### config.mk
export PLATFORM = sky130hd
export DESIGN_NAME = mul_acc
export DESIGN_NICKNAME = d
export VERILOG_FILES = /design/src/rtl/mul_acc.sv
export SDC_FILE = /design/constraint.sdc
export NUM_CORES = 1
export LEC_CHECK = 0
export BUFFER_PORTS_ARGS = -buffer_cell sky130_fd_sc_hd__buf_4
export CAP_MARGIN = 20
export CORE_ASPECT_RATIO = 1.1
export CORE_MARGIN = 4
export CORE_UTILIZATION = 45
export DETAILED_ROUTE_END_ITERATION = 16
export PLACE_DENSITY = 0.77
export REMOVE_ABC_BUFFERS = 1
export SKIP_CTS_REPAIR_TIMING = 1
export SLEW_MARGIN = 20
export SYNTH_ARGS = -nofsm -noshare
export SYNTH_HDL_FRONTEND = slang
export SYNTH_SLANG_ARGS = --single-unit
### constraint.sdc
create_clock -name clk -period 2.7 [get_ports clk]
set_clock_uncertainty 0.05 [all_clocks]
set_input_delay 0.135 -clock clk [delete_from_list [all_inputs] [get_ports clk]]
set_output_delay 0.135 -clock clk [all_outputs]
set_load 0.005 [all_outputs]
### src/rtl/mul_acc.sv
// Dot-product back end: drains products from the iterative multiplier and sums a programmed count.
// Define MUL_ACC_SAT_EN to saturate acc_data on overflow instead of wrapping.
//
// state | meaning
// IDLE  | waiting for start
// WAIT  | waiting for mul_rd_ready
// REQ   | mul_rd_en pulse to multiplier
// CAP   | waiting for mul_rd_val, then add
// DONE  | acc_data valid until acc_rd_en
module mul_acc #(
    parameter int PROD_WIDTH = 64,
    parameter int ACC_WIDTH  = 72,
    parameter int LEN_WIDTH  = 8
) (
    input  logic                  clk,
    input  logic                  reset,
    input  logic                  start,
    input  logic [LEN_WIDTH-1:0]  len,
    output logic                  busy,
    input  logic                  mul_rd_ready,
    input  logic                  mul_rd_val,
    input  logic [PROD_WIDTH-1:0] mul_rd_data,
    output logic                  mul_rd_en,
    output logic [ACC_WIDTH-1:0]  acc_data,
    output logic                  acc_val,
    input  logic                  acc_rd_en,
    output logic                  overflow
);

    typedef enum logic [2:0] {IDLE, WAIT, REQ, CAP, DONE} state_t;

    state_t               state, state_next;
    logic [LEN_WIDTH-1:0] len_q;
    logic [LEN_WIDTH-1:0] count;
    logic [ACC_WIDTH:0]   sum;
    logic                 carry;
    logic                 last;

    assign sum   = {1'b0, acc_data} + (ACC_WIDTH+1)'(mul_rd_data);
    assign carry = sum[ACC_WIDTH];
    // Compared one bit wider so len = 2^LEN_WIDTH-1 never wraps.
    assign last  = ({1'b0, count} + (LEN_WIDTH+1)'(1)) == {1'b0, len_q};

    always_comb begin
        state_next = state;
        case (state)
            IDLE: if (start) state_next = (len == '0) ? DONE : WAIT;
            WAIT: if (mul_rd_ready) state_next = REQ;
            REQ:  state_next = CAP;
            CAP:  if (mul_rd_val) state_next = last ? DONE : WAIT;
            DONE: if (acc_rd_en) state_next = IDLE;
            default: state_next = IDLE;
        endcase
    end

    always_ff @(posedge clk) begin
        if (reset) begin
            state     <= IDLE;
            len_q     <= '0;
            count     <= '0;
            acc_data  <= '0;
            overflow  <= 1'b0;
            mul_rd_en <= 1'b0;
            acc_val   <= 1'b0;
            busy      <= 1'b0;
        end else begin
            state     <= state_next;
            mul_rd_en <= (state_next == REQ);
            acc_val   <= (state_next == DONE);
            busy      <= (state_next != IDLE);

            if (state == IDLE && start) begin
                len_q    <= len;
                count    <= '0;
                acc_data <= '0;
                overflow <= 1'b0;
            end

            if (state == CAP && mul_rd_val) begin
                count <= count + LEN_WIDTH'(1);
                if (carry) overflow <= 1'b1;
`ifdef MUL_ACC_SAT_EN
                // Once saturated, stay saturated for the rest of the run.
                if (carry || overflow) acc_data <= '1;
                else                   acc_data <= sum[ACC_WIDTH-1:0];
`else
                acc_data <= sum[ACC_WIDTH-1:0];
`endif
            end
        end
    end

endmodule

==> results.json, run 1 <==
{
  "drt_wl_total_um": 26900,
  "cp_num_buf_inv": 1,
  "cp_max_fo": 5,
  "start_util": 0.456,
  "fill_cells": 1329,
  "grt_setup_unrepaired": "yes",
  "hold_path.class": "in2reg",
  "p_leak_nw": 5.04,
  "hold_start": "len[5]",
  "numCtsBuffers": 9,
  "p_per_area_nw_per_um2": 317,
  "critPathKind": "reg2reg",
  "synth_cells": 1018,
  "yosys.cell_types.count": 86,
  "worstMarginPinSlew_ns": 0.618,
  "synth_edf_count": 0,
  "post_drt_wl_per_cell_um": 17.3,
  "hold_viol_final": 3,
  "hold_depth": 3,
  "regToRegEndpoint": "acc_data[67]$_SDFFE_PP0P_",
  "multi_input_area_um2": 6200,
  "setup_viol": 26,
  "synthFlopType": "dfxtp_1",
  "critical_path_arrival_ns": 3.16,
  "seqCellArea_um2": 1910,
  "grt_pass1_vias": 8546,
  "critPathRequiredTime_ns": 2.96,
  "status": "finished, violations left",
  "routabilityCongestion": 0.954,
  "crit_path_max_incr_delay_ns": 0.54,
  "critPathSlowestCell": "or4_4",
  "dp_hpwl_um": 19500,
  "clkLatencyLatePin_ns": 0.36,
  "slew_headroom": 0.587,
  "dr.pass1.iters": 5,
  "io_pins": 154,
  "fp.dieArea_um2": 19300,
  "fin_ws_ns": -0.198,
  "ff2ff_setup_slack_ns": -0.20,
  "yosysTopAreaCellShare": 0.246,
  "maxSlewViolCount": 0,
  "holdWs_ns": -0.0202,
  "finalNetCount": 1454,
  "antenna_found_initial": 0,
  "reg2regPathDepth": 11,
  "dieHeight_um": 145,
  "grt_pass1_wl_um": 41400,
  "yosys-top-cells-area": "dfxtp_1 (25%), ha_1 (11%), a21oi_1 (6.9%)",
  "synth-seq-cells": 95,
  "vias": 8973,
  "grt_max_degree": 48,
  "coreArea_um2": 17000,
  "min_to": "len_q[5]$_SDFFE_PP0P_",
  "synthArstFlopShare": 0,
  "timing.rr.start": "acc_data[25]$_SDFFE_PP0P_",
  "h-tree-depth": 3,
  "min_period_ns": 2.90,
  "cap_violations": 0,
  "post_dp_cell_area_um2": 10200,
  "via_per_inst": 5.79,
  "crit_path_end_kind": "flop",
  "synth.avg_cell_area_um2": 7.59,
  "yosysSeqAreaShare": 0.246,
  "cpMostUsedCell": "a21oi_2",
  "antenna_cells": 0,
  "crit_cells": 11,
  "yosysTopAreaCell": "dfxtp_1",
  "max_freq_ghz": 0.345,
  "path_cells": "ha_4 > or4_4 > a21oi_2 > nor3_1 > buf_4 > a21oi_2 > nand3_2 > a311oi_4 > o41ai_4 > a2111oi_2 > a41o_1",
  "clk_pin_slew_ns": 0.08,
  "synth.cell_area_um2": 7730,
  "clkSinkCount": 95,
  "synth_warnings": 0,
  "remaining_drc_errors": 0,
  "numPortBuffers": 153,
  "cts_root_buf": "clkbuf_16",
  "final_cell_area_um2": 11400,
  "tns_ns": -2.08,
  "fin_crit_sh": 1.07,
  "start_kind": "flop",
  "grt.total_usage": 0.253,
  "gr-total-overflow": 0,
  "dr.first_iter.drc_count": 741,
  "ir_worst_vdd_v": 0.000391,
  "layout-drive-gt1-share": 0.373,
  "die_x_um": 133,
  "rows": 50,
  "area_growth_pct": 47.4,
  "critPathTopFamily": "compound AO/OA/AOI/OAI gates",
  "failed_checks": "negative hold slack, negative setup slack",
  "clockBufferDepth": 2,
  "cts_tree": "done",
  "ant_nets": 0
}
[how the worst max path moves through the flow]
stage / from / endpoint / slack (ns)
6_report: acc_data[25]$_SDFFE_PP0P_ / acc_data[67]$_SDFFE_PP0P_ / -0.20
5_1_grt: acc_data[0]$_SDFFE_PP0P_ / acc_data[64]$_SDFFE_PP0P_ / -0.34
4_1_cts: acc_data[9]$_SDFFE_PP0P_ / acc_data[65]$_SDFFE_PP0P_ / -0.25
3_5_place_dp: acc_data[9]$_SDFFE_PP0P_ / acc_data[65]$_SDFFE_PP0P_ / -0.24
3_3_place_gp: acc_data[19]$_SDFFE_PP0P_ / acc_data[65]$_SDFFE_PP0P_ / -0.17
2_1_floorplan: state[0]$_SDFF_PP0_ / count[4]$_SDFFE_PP0P_ / -2.57
[cell usage after synthesis (7+ instances only)]
library cell	n
nand2_1	118
a21oi_1	106
nor2_1	105
dfxtp_1	95
ha_1	65
o21ai_0	57
xnor2_1	41
clkbuf_1	39
a22oi_1	35
inv_1	28
nand4_1	26
nor3_1	26
xor2_1	26
a21o_1	25
nand3_1	21
o21bai_1	17
o21ai_1	14
o211ai_1	10
o21a_1	9
and3_1	8
a31oi_1	7
or3_1	7
[routing by layer]
layer | GRT usage | vias up | wire [um]
met5 | 0 | - | 0
met4 | 0.0826 | 0 | 597
met3 | 0.0408 | 57 | 2120
met2 | 0.440 | 381 | 13400
met1 | 0.317 | 4223 | 10800
li1 | - | 4312 | -
[stage by stage]
stage / instances / utilization / hold WS, ns / power [W] / setup slack (ns)
floorplan: 963 / - / 0.154 / 0.00180 / -2.57
finish: 1549 / 0.672 / -0.0202 / 0.00361 / -0.198
global placement: 1519 / 0.603 / 0.344 / 0.00212 / -0.174
CTS: 1535 / 0.622 / -0.0356 / 0.00354 / -0.253
detailed placement: 1519 / 0.603 / 0.350 / 0.00213 / -0.242
global route: 1549 / 0.672 / 0.00585 / 0.00375 / -0.341
[cells in the final DEF, fill, tap and decap left out, types with 24 or more instances in the layout]
cell type  instances
a21o_1            24
a21oi_1           89
a22oi_1           35
buf_4            325
dfxtp_1           86
ha_1              39
ha_4              25
inv_1             28
nand2_1          117
nand4_1           26
nor2_1           100
o21ai_0           39
o21ai_1           24
xnor2_1           36
xor2_1            25
[registers in the layout, indices dropped and copies added (netlist names)]
name and flops:
count 8, state 3, len_q 8, overflow 1
mul_rd_en 1, acc_val 1, acc_data 72, busy 1
[cell families after synthesis]
| logic type | synth area share |
|---|---|
| compound gates | 0.300 |
| xor+xnor | 0.0759 |
| fa+ha+maj | 0.108 |
| buf+inv | 0.0452 |
| flops | 0.246 |
| mux | 0.00728 |
| simple gates | 0.218 |
[report_power, final]
group	switching [W]	total (W)	internal [W]
combinational	0.000402	0.000747	0.000346
clock	0.000673	0.00142	0.000751
sequential	0.0000199	0.00144	0.00142
[tightest hold or removal path: cells and delay by family]
kind / cells / cell delay, ns
buf+inv: 1 / 0.12
simple gates: 1 / 0.05
compound gates: 1 / 0.05
[final cells by class]
type,instances,share of cell area
timing repair buffer,336,0.224
clock inverter,7,0.00879
inverter,28,0.00922
tap,234,0.0257
clock buffer,9,0.0198
sequential,95,0.168
multi-input combinational,840,0.544
Power figures use the tool's default switching activity.
==> run 2: changes to the inputs <==
--- a/config.mk
+++ b/config.mk
@@ -12,6 +12,7 @@
 export CORE_UTILIZATION = 45
 export DETAILED_ROUTE_END_ITERATION = 16
 export PLACE_DENSITY = 0.77
+export RECOVER_POWER = 25
 export REMOVE_ABC_BUFFERS = 1
 export SKIP_CTS_REPAIR_TIMING = 1
 export SLEW_MARGIN = 20
==> results.json, run 2 (synthesis gave the netlist of run 1 again) <==
{
  "fin_ws_ns": -0.191,
  "grt_pass1_wl_um": 41400,
  "post_drt_wl_per_cell_um": 17.3,
  "remaining_drc_errors": 0,
  "h-tree-depth": 3,
  "critPathTopFamily": "compound AO/OA/AOI/OAI gates",
  "seqCellArea_um2": 1910,
  "slew_headroom": 0.593,
  "min_period_ns": 2.89,
  "hold_depth": 3,
  "crit_path_max_incr_delay_ns": 0.52,
  "ir_worst_vdd_v": 0.000391,
  "max_freq_ghz": 0.346,
  "critical_path_arrival_ns": 3.15,
  "timing.rr.start": "acc_data[26]$_SDFFE_PP0P_",
  "die_x_um": 133,
  "finalNetCount": 1454,
  "grt_setup_unrepaired": "yes",
  "dp_hpwl_um": 19500,
  "final_cell_mix": "buf_4 (294), nand2_1 (117), nor2_1 (100)",
  "p_leak_nw": 5.01,
  "cpMostUsedCell": "a21oi_2",
  "vias": 8972,
  "pre_cts_ws_ns": -0.242,
  "worstMarginPinSlew_ns": 0.610,
  "reg_top3": "acc_data x72, count x8, len_q x8",
  "clkSinkCount": 95,
  "coreArea_um2": 17000,
  "reg2regPathDepth": 11,
  "largest_register_ffs": 72,
  "fp.dieArea_um2": 19300,
  "grt_pass1_vias": 8546,
  "dp.cells": 1519,
  "cts_tree": "done",
  "critPathSlowestCell": "or4_4",
  "start_util": 0.456,
  "numPortBuffers": 153,
  "hold_path.class": "in2reg",
  "maxSlewViolCount": 0,
  "io_pins": 154,
  "grt.total_usage": 0.253,
  "antenna_found_initial": 0,
  "drt_wl_total_um": 26800,
  "fin_cells": 1549,
  "hold_viol_final": 3,
  "critPathKind": "reg2reg",
  "clkLatencyLatePin_ns": 0.37,
  "finalPower_w": 0.00361,
  "rows": 50,
  "cts_root_buf": "clkbuf_16",
  "antenna_cells": 0,
  "final_common_cell": "buf_4",
  "hold_start": "len[5]",
  "layout-drive-gt1-share": 0.370,
  "crit_path_end_kind": "flop",
  "area_growth_pct": 47.2,
  "start_kind": "flop",
  "clk_pin_slew_ns": 0.08,
  "p_per_area_nw_per_um2": 318,
  "clockBufferDepth": 2,
  "tns_ns": -2.05,
  "startpoint": "acc_data[26]$_SDFFE_PP0P_",
  "dieHeight_um": 145,
  "ant_nets": 0,
  "dr.first_iter.drc_count": 782,
  "status": "finished, violations left",
  "regMostFlops": "acc_data",
  "min_to": "len_q[5]$_SDFFE_PP0P_",
  "multi_input_area_um2": 6200,
  "gr-total-overflow": 0,
  "via_per_inst": 5.79,
  "numCtsBuffers": 9,
  "ff2ff_setup_slack_ns": -0.19,
  "cap_violations": 0,
  "cp_max_fo": 5,
  "path_cells": "ha_4 > or4_4 > a21oi_2 > nor3_1 > buf_4 > a21oi_2 > nand3_2 > a311oi_4 > o41ai_4 > a2111oi_2 > a41o_1",
  "setup_viol": 25,
  "cp_num_buf_inv": 1,
  "grt_max_degree": 48,
  "holdWs_ns": -0.0206,
  "routabilityCongestion": 0.954,
  "regToRegEndpoint": "acc_data[67]$_SDFFE_PP0P_",
  "failed_checks": "negative hold slack, negative setup slack",
  "fill_cells": 1333,
  "critPathRequiredTime_ns": 2.96,
  "dr.pass1.iters": 6,
  "fin_crit_sh": 1.07
}
==> run 2: layout make-up <==
cell class,count,area share
clock inverter,7,0.00880
timing repair buffer,336,0.224
sequential,95,0.168
clock buffer,9,0.0198
multi-input combinational,840,0.545
tap,234,0.0257
inverter,28,0.00923
==> run 2: how the worst max path moves through the flow <==
stage                                      to  slack (ns)  cells past startpoint
floorplan               count[4]$_SDFFE_PP0P_       -2.57                      6
global placement    acc_data[65]$_SDFFE_PP0P_       -0.17                     13
detailed placement  acc_data[65]$_SDFFE_PP0P_       -0.24                     12
CTS                 acc_data[65]$_SDFFE_PP0P_       -0.25                     12
global route        acc_data[64]$_SDFFE_PP0P_       -0.34                     13
finish              acc_data[67]$_SDFFE_PP0P_       -0.19                     11
==> run 2: routing by layer <==
layer / vias to the layer above / wire (um) / GRT usage
met5: - / 0 / 0
met4: 0 / 695 / 0.0826
met3: 57 / 2080 / 0.0408
met2: 391 / 13300 / 0.440
met1: 4218 / 10800 / 0.317
li1: 4306 / - / -
==> run 2: tightest hold or removal path, stage by stage <==
cell and delay (ns):
buf_4 0.12, nand2_1 0.05, a21oi_1 0.05
==> run 2: power breakdown <==
part	switching, W	internal [W]
clock network	0.000676	0.000751
registers	0.0000198	0.00142
logic	0.000401	0.000345
total	0.00110	0.00252
==> run 2: stage by stage <==
stage	instance area (um2)	utilization	hold slack [ns]
after floorplan	7490	-	0.154
after global placement	10200	0.603	0.344
after detailed placement	10200	0.603	0.350
after CTS	10500	0.622	-0.0356
after global routing	11400	0.671	0.00585
final	11400	0.671	-0.0206
==> run 3: changes to the inputs <==
--- a/config.mk
+++ b/config.mk
@@ -11,7 +11,7 @@
 export CORE_MARGIN = 4
 export CORE_UTILIZATION = 45
 export DETAILED_ROUTE_END_ITERATION = 16
-export PLACE_DENSITY = 0.77
+export PLACE_DENSITY = 0.74
 export RECOVER_POWER = 25
 export REMOVE_ABC_BUFFERS = 1
 export SKIP_CTS_REPAIR_TIMING = 1
==> results.json, run 3 (synthesis gave the netlist of run 1 again) <==
{
  "status": "finished, violations left",
  "failed_checks": "negative hold slack, negative setup slack",
  "ant_nets": 0,
  "final_cell_mix": "buf_4 (302), nand2_1 (118), nor2_1 (98)",
  "antenna_cells": 0,
  "finalPower_w": 0.00350,
  "fin_ws_ns": -0.176,
  "via_per_inst": 5.61,
  "startpoint": "acc_data[23]$_SDFFE_PP0P_",
  "clkSinkCount": 95,
  "maxSlewViolCount": 0,
  "reg2regPathDepth": 11,
  "critical_path_arrival_ns": 3.08,
  "hold_viol_final": 2,
  "dr.first_iter.drc_count": 523,
  "cap_violations": 0,
  "cp_max_fo": 6,
  "grt.total_usage": 0.249,
  "drt_wl_total_um": 26100,
  "post_drt_wl_per_cell_um": 16.8,
  "timing.rr.start": "acc_data[23]$_SDFFE_PP0P_",
  "io_pins": 154,
  "ff2ff_setup_slack_ns": -0.18,
  "remaining_drc_errors": 0,
  "largest_register_ffs": 72,
  "setup_viol": 14,
  "critPathRequiredTime_ns": 2.90,
  "numPortBuffers": 153,
  "grt_pass1_vias": 8500,
  "regMostFlops": "acc_data",
  "layout-drive-gt1-share": 0.373,
  "vias": 8747,
  "clk_pin_slew_ns": 0.08,
  "cts_tree": "done",
  "reg_top3": "acc_data x72, count x8, len_q x8",
  "dieHeight_um": 145,
  "max_freq_ghz": 0.348,
  "min_period_ns": 2.88,
  "grt_pass1_wl_um": 40500,
  "pre_cts_ws_ns": -0.258,
  "dp_hpwl_um": 19500,
  "fin_cells": 1558,
  "dp.cells": 1527,
  "cts_root_buf": "clkbuf_16",
  "finalNetCount": 1463,
  "die_x_um": 133,
  "critPathKind": "reg2reg",
  "numCtsBuffers": 9,
  "antenna_found_initial": 0,
  "rows": 50,
  "start_kind": "flop",
  "fin_crit_sh": 1.07,
  "worstMarginPinSlew_ns": 0.646,
  "slew_headroom": 0.568,
  "ir_worst_vdd_v": 0.000270,
  "regToRegEndpoint": "acc_data[65]$_SDFFE_PP0P_",
  "grt_max_degree": 50,
  "clockBufferDepth": 2,
  "grt_setup_unrepaired": "yes",
  "h-tree-depth": 3,
  "crit_path_end_kind": "flop",
  "start_util": 0.456,
  "area_growth_pct": 47.0,
  "dr.pass1.iters": 5,
  "p_leak_nw": 5.03,
  "coreArea_um2": 17000,
  "hold_path.class": "in2reg",
  "gr-total-overflow": 0,
  "p_per_area_nw_per_um2": 308,
  "routabilityCongestion": 0.934,
  "clkLatencyLatePin_ns": 0.37,
  "fp.dieArea_um2": 19300,
  "final_common_cell": "buf_4",
  "cp-endpoint": "acc_data[65]$_SDFFE_PP0P_",
  "holdWs_ns": -0.0160
}
-- run 3: changes by cell type in the layout (fill, tap and decap cells not counted), sizes merged --
cell      previous run  this run
clkbuf              40        43
buf                300       306
inv                 31        32
clkinvlp             0         2
bufinv               1         0
clkinv               3         1
-- run 3: final cells by class --
cell class              count  area [um2]
clock buffers               9         225
fillers                  1456        5590
multi-input cells         840        6130
well taps                 234         293
repair buffers            345        2620
inverters                  28         105
clock inverters             7        73.8
flip-flops and latches     95        1920
-- run 3: worst min path at each step --
stage,from,endpoint,slack (ns),cells past startpoint
6_report,len[7],len_q[7]$_SDFFE_PP0P_,-0.02,3
5_1_grt,len[4],len_q[4]$_SDFFE_PP0P_,0.009,3
4_1_cts,len[0],len_q[0]$_SDFFE_PP0P_,-0.03,3
3_5_place_dp,len[0],len_q[0]$_SDFFE_PP0P_,0.36,3
3_3_place_gp,len[7],len_q[7]$_SDFFE_PP0P_,0.34,3
2_1_floorplan,reset,acc_data[12]$_SDFFE_PP0P_,0.15,1
-- run 3: per-stage QoR --
stage | setup TNS (ns) | instance area [um2] | utilization
after floorplan | -166.02 | 7490 | -
after global placement | -2.44 | 10300 | 0.606
after detailed placement | -4.32 | 10300 | 0.606
after CTS | -4.98 | 10600 | 0.624
after global routing | -5.30 | 11400 | 0.670
final | -1.19 | 11400 | 0.670
-- run 3: critical path, cell delays in order, from the launching register on --
cell	delay [ns]
dfxtp_2	0.34
ha_4	0.30
nand4_1	0.21
nor2_2	0.21
o2111ai_4	0.12
a311oi_2	0.32
nand2_1	0.12
nand3_2	0.14
a311oi_4	0.14
o41ai_4	0.46
a31oi_1	0.14
a41o_1	0.21
-- run 3: metal layers --
layer	up-vias	track usage	wire length, um
met5	-	0	0
met1	4089	0.311	10900
met3	50	0.0429	1650
met2	292	0.428	12900
met4	0	0.0946	675
li1	4316	-	-
-- run 3: report_power, final --
part | internal (W) | switching, W | leakage, nW
logic | 0.000341 | 0.000393 | 4.11
clock network | 0.000657 | 0.000663 | 0.141
registers | 0.00142 | 0.0000202 | 0.774
